--- src/rtl/irq_ctrl_if.sv ---
// irq_ctrl_if: bundles the request/mask/enable inputs and the interrupt,
// cause and acknowledge outputs of the priority interrupt controller.
//   irq_req_i   per-source request (pulse or level)
//   mask_i      per-source enable, 1 = enabled
//   mie_i       global interrupt enable
//   irq_ret_i   one-cycle return pulse from the core
//   irq_o       one-cycle interrupt pulse to the core
//   irq_cause_o cause code of the in-service interrupt
//   irq_ret_o   one-hot, one-cycle acknowledge to the serviced source
interface irq_ctrl_if #(
  parameter int N_SRC = 16
);
  logic [N_SRC-1:0] irq_req_i;
  logic [N_SRC-1:0] mask_i;
  logic             mie_i;
  logic             irq_ret_i;
  logic             irq_o;
  logic [31:0]      irq_cause_o;
  logic [N_SRC-1:0] irq_ret_o;

  // Controller side
  modport slave (
    input  irq_req_i, mask_i, mie_i, irq_ret_i,
    output irq_o, irq_cause_o, irq_ret_o
  );

  // Peripheral / core side
  modport master (
    output irq_req_i, mask_i, mie_i, irq_ret_i,
    input  irq_o, irq_cause_o, irq_ret_o
  );
endinterface

--- src/rtl/irq_ctrl.sv ---
// irq_ctrl: fixed-priority interrupt controller. Latches per-source
// requests, masks them, claims the lowest-index eligible source, pulses
// irq_o with an mcause-style code and acknowledges the source on return.
//   clk_i  system clock
//   rst_i  synchronous active-high reset
//   bus    irq_ctrl_if.slave (requests, masks, enables, return / irq,
//          cause, acknowledge)
//
// state | meaning
// IDLE  | no source in service; claims when mie_i=1 and an eligible source
// BUSY  | source r_cur_id in service; waits for irq_ret_i
module irq_ctrl #(
  parameter int N_SRC = 16
) (
  input  logic       clk_i,
  input  logic       rst_i,
  irq_ctrl_if.slave  bus
);
  typedef enum logic {IDLE, BUSY} state_t;

  localparam logic [N_SRC-1:0] ONE = N_SRC'(1);

  state_t           r_state;
  logic [N_SRC-1:0] r_pending;
  logic [3:0]       r_cur_id;
  logic             r_irq;
  logic [31:0]      r_cause;
  logic [N_SRC-1:0] r_ret;

  logic [N_SRC-1:0] w_elig;
  logic [3:0]       w_id;
  logic             w_claim;
  logic [N_SRC-1:0] w_clr;

  always_comb begin
    w_elig = r_pending & bus.mask_i;
    w_id   = 4'd0;
    // Scan downwards so the lowest set index is the last one written.
    for (int i = N_SRC - 1; i >= 0; i--) begin
      if (w_elig[i]) w_id = 4'(i);
    end
    w_claim = (r_state == IDLE) && bus.mie_i && (|w_elig);
    w_clr   = w_claim ? (ONE << w_id) : '0;
  end

  always_ff @(posedge clk_i) begin
    if (rst_i) begin
      r_state   <= IDLE;
      r_pending <= '0;
      r_cur_id  <= 4'd0;
      r_irq     <= 1'b0;
      r_cause   <= 32'h0;
      r_ret     <= '0;
    end else begin
      r_irq     <= 1'b0;
      r_ret     <= '0;
      // A new request on the claimed source survives its own claim.
      r_pending <= (r_pending & ~w_clr) | bus.irq_req_i;
      case (r_state)
        IDLE: begin
          if (w_claim) begin
            r_state  <= BUSY;
            r_cur_id <= w_id;
            r_irq    <= 1'b1;
            r_cause  <= 32'h8000_0010 + {28'd0, w_id};
          end
        end
        BUSY: begin
          if (bus.irq_ret_i) begin
            r_state <= IDLE;
            r_ret   <= ONE << r_cur_id;
          end
        end
        default: r_state <= IDLE;
      endcase
    end
  end

  assign bus.irq_o       = r_irq;
  assign bus.irq_cause_o = r_cause;
  assign bus.irq_ret_o   = r_ret;
endmodule

--- src/flat_wrapper.sv ---
// flat-port wrapper written by rule: the top's interface ports become plain ports
module irq_ctrl_flat 
#(
  parameter int N_SRC = 16
)
  (clk_i, rst_i, bus_irq_req_i, bus_mask_i, bus_mie_i, bus_irq_ret_i, bus_irq_o, bus_irq_cause_o, bus_irq_ret_o);
  irq_ctrl_if #(.N_SRC(N_SRC)) bus_i ();
  input  logic clk_i;
  input  logic rst_i;
  input wire logic [$bits(bus_i.irq_req_i)-1:0] bus_irq_req_i;
  input wire logic [$bits(bus_i.mask_i)-1:0] bus_mask_i;
  input wire logic [$bits(bus_i.mie_i)-1:0] bus_mie_i;
  input wire logic [$bits(bus_i.irq_ret_i)-1:0] bus_irq_ret_i;
  output wire logic [$bits(bus_i.irq_o)-1:0] bus_irq_o;
  output wire logic [$bits(bus_i.irq_cause_o)-1:0] bus_irq_cause_o;
  output wire logic [$bits(bus_i.irq_ret_o)-1:0] bus_irq_ret_o;
  assign bus_i.irq_req_i = bus_irq_req_i;
  assign bus_i.mask_i = bus_mask_i;
  assign bus_i.mie_i = bus_mie_i;
  assign bus_i.irq_ret_i = bus_irq_ret_i;
  assign bus_irq_o = bus_i.irq_o;
  assign bus_irq_cause_o = bus_i.irq_cause_o;
  assign bus_irq_ret_o = bus_i.irq_ret_o;
  irq_ctrl #(.N_SRC(N_SRC)) u_core (.clk_i(clk_i), .rst_i(rst_i), .bus(bus_i));
endmodule
--- config.mk ---
export PLATFORM = sky130hd
export DESIGN_NAME = irq_ctrl_flat
export DESIGN_NICKNAME = d
export VERILOG_FILES = /design/src/rtl/irq_ctrl_if.sv /design/src/rtl/irq_ctrl.sv /design/src/flat_wrapper.sv
export SDC_FILE = /design/constraint.sdc
export NUM_CORES = 1
export LEC_CHECK = 0
export ABC_AREA = 1
export CAP_MARGIN = 5
export CORE_ASPECT_RATIO = 0.5
export CORE_MARGIN = 4
export CORE_UTILIZATION = 30
export DETAILED_ROUTE_END_ITERATION = 6
export SKIP_CTS_REPAIR_TIMING = 1
export SYNTH_ARGS = -nofsm -noshare
export SYNTH_HDL_FRONTEND = slang
export SYNTH_SLANG_ARGS = --single-unit
--- constraint.sdc ---
create_clock -name clk_i -period 1.8 [get_ports clk_i]
set_input_delay 0.36 -clock clk_i [delete_from_list [all_inputs] [get_ports clk_i]]
set_output_delay 0.36 -clock clk_i [all_outputs]
set_load 0.05 [all_outputs]
==> flow_summary.yaml, run 1 <==
status:
  status: "complete, but fails checks"
  violations: "negative setup slack"
synth:
  ys.flop_type: "dfxtp_1"
  yosys-top-cells-area: "dfxtp_1, buf_4, nand2_1"
  syn_inst: 237
  synth_cell_type_count: 23
  yosysTopAreaCellShare_pct: 43.42
  async_reset_ff_share_pct: 0
  avgSynthCellArea_um2: 7.586
  synth_common_cells: "dfxtp_1, nand2_1, inv_1"
  synth_most_common_cell: "dfxtp_1"
  synth-edff-count: 0
  syn-cell-area_mm2: 0.001798
  yosysWarningCount: 0
  ys_seq_elements: 39
  yosys.area.top_type: "dfxtp_1"
  ys_seq_area_share_pct: 43.42
critical_path:
  reg2reg_from: "u_core.r_pending[13]"
  slowest_delay_ps: 480
  critPathArrivalTime_ps: 2010
  slowest_stage: "clkdlybuf4s50_1"
  startpoint_type: "input pin"
  critPathKind: "in -> reg"
  critPathMaxFanout: 5
  critical_path.cell_chain: "clkdlybuf4s50_1 > nand2_2 > nand2_2 > nor2_2 > o211ai_1 > a21oi_2 > inv_2 > buf_6 > nand4_1 > a21oi_2 > nor2_1"
  endpoint_kind: "flop"
  crit_required_ps: 1970
  startpoint: "bus_mask_i[9]"
detailed_routing:
  antenna_left: 0
  drt_pass1_iterations: 4
  drc: 0
  via_count: 1720
  drt_iter0_markers: 106
  wl_mm: 4.783
  wl_per_cell_um: 12.11
  drt-vias-per-instance: 4.354
placed_design:
  io_buffer_count: 58
  gp_congestion: 0.8868
  dp_hpwl_mm: 3.535
min_path:
  hold_start: "u_core.r_pending[6]"
  hp-class: "reg -> reg"
floorplan:
  core-area_mm2: 0.005634
  fp.dieW_um: 117.5
  rows: 19
  fp.dieArea_mm2: 0.007371
  die_h_um: 62.74
  ios: 85
  initial_core_util_pct: 31.91
sta:
  post-route-min-period_ps: 1840
  setup_viol: 9
  fmax_ghz: 0.5434
  maxSlewViolCount: 0
  period_share_pct: 102.2
  fin_ws_ps: -40.26
  grt_setup_unrepaired: "yes"
  hold_viol: 0
  skew_ps: 3.314
  setup-tns-final_ps: -108.5
power_and_ir_drop:
  ir_drop_uv: 540.3
  p_leak_uw: 0.001323
  power_density_mw_per_mm2: 955.6
job:
  drv_cap: 0
clock_network:
  clkLatencyLatePin_ps: 280
  cts_sinks: 39
  root_buffer: "clkbuf_16"
  h-tree-depth: 2
  path_clk_slew_ps: 60
  cts_tree: "built"
  clk_path_buf_depth: 2
  cts_buffers: 5
global_route:
  grt-ovfl-total: 0
  grt_pass1_vias: 1700
  track_usage_pct: 12.12
  grt_max_degree: 19
  antenna_found_initial: 0
  grt_pass1_wl_mm: 7.438
layout:
  drive_above_1_share_pct: 29.50
  fillCellCount: 553
  layout.nets: 357
  utilization_pct: 48.88
  num_antenna_cells: 0
  area_growth_pct: 53.17
==> worst paths after layout <==
kind	depth (start not counted)	slack, ps	to
max reg2reg	17	-10	u_core.r_pending[13]
min reg2reg	2	480	u_core.r_pending[6]
max	11	-40	u_core.r_pending[8]
min	2	480	u_core.r_pending[6]
==> registers in the layout, summed over array words and instances, names as in the netlist <==
register,flops
u_core.bus.irq_ret_o,16
u_core.r_pending,16
u_core.r_cur_id,3
u_core.bus.irq_cause_o,2
u_core.bus.irq_o,1
u_core.r_state,1
==> layout make-up <==
cell class	count	area [um2]	share of cell area, %
Clock buffer	5	125.1	4.543
Clock inverter	3	43.79	1.590
Inverter	32	120.1	4.362
Multi-Input combinational cell	162	868.3	31.53
Sequential cell	39	783.3	28.44
Tap cell	73	91.34	3.317
Timing Repair Buffer	81	721.9	26.22
==> placed cells by master, fill, tap and decap left out, types with 2 or more instances in the layout <==
cell type / Yosys / layout
a21oi_1: 18 / 14
nand2_4: 3 / 3
clkbuf_16: 0 / 5
dlymetal6s2s_1: 0 / 7
buf_4: 27 / 43
dfxtp_1: 39 / 37
nor2_2: 3 / 4
conb_1: 1 / 26
nor2_1: 26 / 23
dfxtp_2: 0 / 2
nand3_1: 13 / 12
clkdlybuf4s50_1: 0 / 30
nand4_1: 8 / 8
inv_1: 30 / 28
a21oi_2: 2 / 6
o21ai_1: 8 / 10
o21bai_1: 4 / 4
nand2_2: 3 / 17
nand2_1: 38 / 24
o21ai_2: 0 / 2
inv_2: 2 / 4
nor2_4: 0 / 2
==> logic make-up (layout without fill, tap and decap cells) <==
kind of cell           count (synthesis)  in the layout  synth area share, %
other                                  1             26               0.2086
AO/OA/AOI/OAI                         42             42                14.27
AND/OR/NAND/NOR                       94             94                23.73
buffers and inverters                 61            121                18.37
flip-flops                            39             39                43.42
==> power by group <==
| group | total (uW) | leakage (uW) | switching (uW) | internal [uW] |
|---|---|---|---|---|
| combinational | 680 | 0.000918 | 434 | 246 |
| clock | 1000 | 0.0000838 | 348 | 653 |
| sequential | 950 | 0.000321 | 40.7 | 909 |
| total | 2630 | 0.00132 | 823 | 1810 |
==> per-layer routing <==
layer / GRT usage (%) / vias to the layer above / routed length (um)
li1: - / 872 / -
met1: 14.37 / 782 / 1949
met2: 21.84 / 62 / 2425
met3: 3.617 / 4 / 374
met4: 2.628 / 0 / 34
met5: 0 / - / 0
==> metrics by stage <==
step / cell area, um2 / setup WS (ps) / instances / hold WS (ps) / total power [uW]
after floorplan: 1892 / 264.9 / 262 / 454.6 / 1400
after global placement: 2429 / -331.5 / 381 / 466.0 / 1556
after detailed placement: 2429 / -389.7 / 381 / 471.1 / 1565
after CTS: 2597 / -142.5 / 389 / 478.8 / 2565
after global routing: 2754 / -183.2 / 395 / 495.0 / 2738
final: 2754 / -40.26 / 395 / 483.4 / 2632
==> worst max-delay path: cells and delay by family <==
kind / cells / cell delay [ps]
buffers and inverters: 3 / 690
AOI/OAI and AO/OA: 3 / 550
and+or+nand+nor: 5 / 390
Power figures use the tool's default switching activity.
==> run 2, diff against run 1 <==
Settings changed: RECOVER_POWER set to 100.
==> flow_summary.yaml, run 2 (synthesis results as in run 1) <==
status:
  status: "complete, but fails checks"
  violations: "negative setup slack"
floorplan:
  rows: 19
  initial_core_util_pct: 31.91
  fp.dieArea_mm2: 0.007371
  core-area_mm2: 0.005634
  die_h_um: 62.74
  fp.dieW_um: 117.5
  ios: 85
placed_design:
  gp_congestion: 0.8868
  place_ws_ps: -389.7
  dp_hpwl_mm: 3.535
  io_buffer_count: 58
  dp_cells: 381
  placed_area_mm2: 0.002429
global_route:
  grt_pass1_vias: 1700
  grt_max_degree: 19
  grt_pass1_wl_mm: 7.438
  track_usage_pct: 12.12
  antenna_found_initial: 0
  grt-ovfl-total: 0
power_and_ir_drop:
  ir_drop_uv: 540.1
  power_switching_uw: 819.4
  clkPwrFrac_pct: 38.2
  comb_power_share_pct: 25.4
  power_density_mw_per_mm2: 977.3
  seq_power_share_pct: 36.4
  p_sw_share_pct: 31.37
  p_int_uw: 1792
  p_leak_uw: 0.001241
  power_uw: 2612
sta:
  slew-limit-headroom_pct: 59.29
  setup_viol: 10
  grt_setup_unrepaired: "yes"
  setup-tns-final_ps: -206.5
  period_share_pct: 102.5
  post-route-min-period_ps: 1845
  worst_pin_slew_ps: 613.3
  skew_ps: 3.647
  fin_ws_ps: -44.69
  fmax_ghz: 0.5421
  maxSlewViolCount: 0
  hold_viol: 0
detailed_routing:
  wl_per_cell_um: 12.18
  drt_iter0_markers: 149
  drt-vias-per-instance: 4.385
  wl_mm: 4.810
  via_count: 1732
  antenna_left: 0
  drt_pass1_iterations: 4
  drc: 0
min_path:
  hp-class: "reg -> reg"
job:
  drv_cap: 0
layout:
  layout_commonest_cell: "dfxtp_1"
  final_cell_count_no_fill: 395
  area_growth_pct: 48.64
  layout.nets: 357
  fin_area_mm2: 0.002673
  drive_above_1_share_pct: 23.29
  num_antenna_cells: 0
  final_cell_mix: "dfxtp_1, clkdlybuf4s50_1, inv_1"
clock_network:
  path_clk_slew_ps: 60
  cts_sinks: 39
  clkLatencyLatePin_ps: 280
  clk_path_buf_depth: 2
  h-tree-depth: 2
  root_buffer: "clkbuf_16"
  cts_buffers: 5
  cts_tree: "built"
critical_path:
  crit_required_ps: 2010
  critPathArrivalTime_ps: 2050
  startpoint_type: "input pin"
  endpoint_kind: "flop"
  critPathKind: "in -> reg"
  critPathMaxFanout: 6
## run 2: worst paths after layout
path | start | endpoint | slack (ps) | depth (start not counted)
setup / recovery | bus_mask_i[0] | u_core.r_pending[2] | -40 | 10
hold reg to reg | u_core.r_pending[6] | u_core.r_pending[6] | 480 | 2
hold / removal | u_core.r_pending[6] | u_core.r_pending[6] | 480 | 2
setup reg to reg | u_core.r_pending[13] | u_core.r_pending[7] | 0 | 18
## run 2: worst max-delay path: stages
cell	delay, ps
clkdlybuf4s50_1	420
nand2_2	110
nand2_2	90
nor2_1	210
inv_1	100
a21oi_4	210
inv_1	170
nand3_1	180
o21ai_1	80
a21oi_1	120
## run 2: per-stage QoR
stage          hold slack [ps]  util [%]
4_1_cts                  478.8     46.10
3_5_place_dp             471.1     43.10
5_1_grt                  495.0     47.44
6_report                 477.9     47.44
3_3_place_gp             466.0     43.10
2_1_floorplan            454.6         -
## run 2: area by class of cell
type | instances | area (um2)
Clock inverter | 3 | 43.79
Fill cell | 567 | 2962
Inverter | 32 | 120.1
Timing Repair Buffer | 81 | 643.1
Tap cell | 73 | 91.34
Multi-Input combinational cell | 162 | 865.8
Clock buffer | 5 | 125.1
Sequential cell | 39 | 783.3
## run 2: layer usage
metal	GRT usage, %	wire, um
met1	14.37	1994
met2	21.84	2444
met3	3.617	345
met4	2.628	24
met5	0	0
## run 2: power by group through the flow
stage | clock network, uW | logic (uW) | registers, uW
4_1_cts | 1010 | 607 | 945
6_report | 998 | 663 | 950
5_1_grt | 1050 | 715 | 956
2_1_floorplan | 0 | 391 | 1010
3_5_place_dp | 0 | 601 | 964
3_3_place_gp | 0 | 593 | 963
==> run 3, diff against run 2 <==
Settings changed: SKIP_LAST_GASP set to 1.
==> results of run 3 <==
The final DEF is identical to that of run 2; final timing and power are the same.
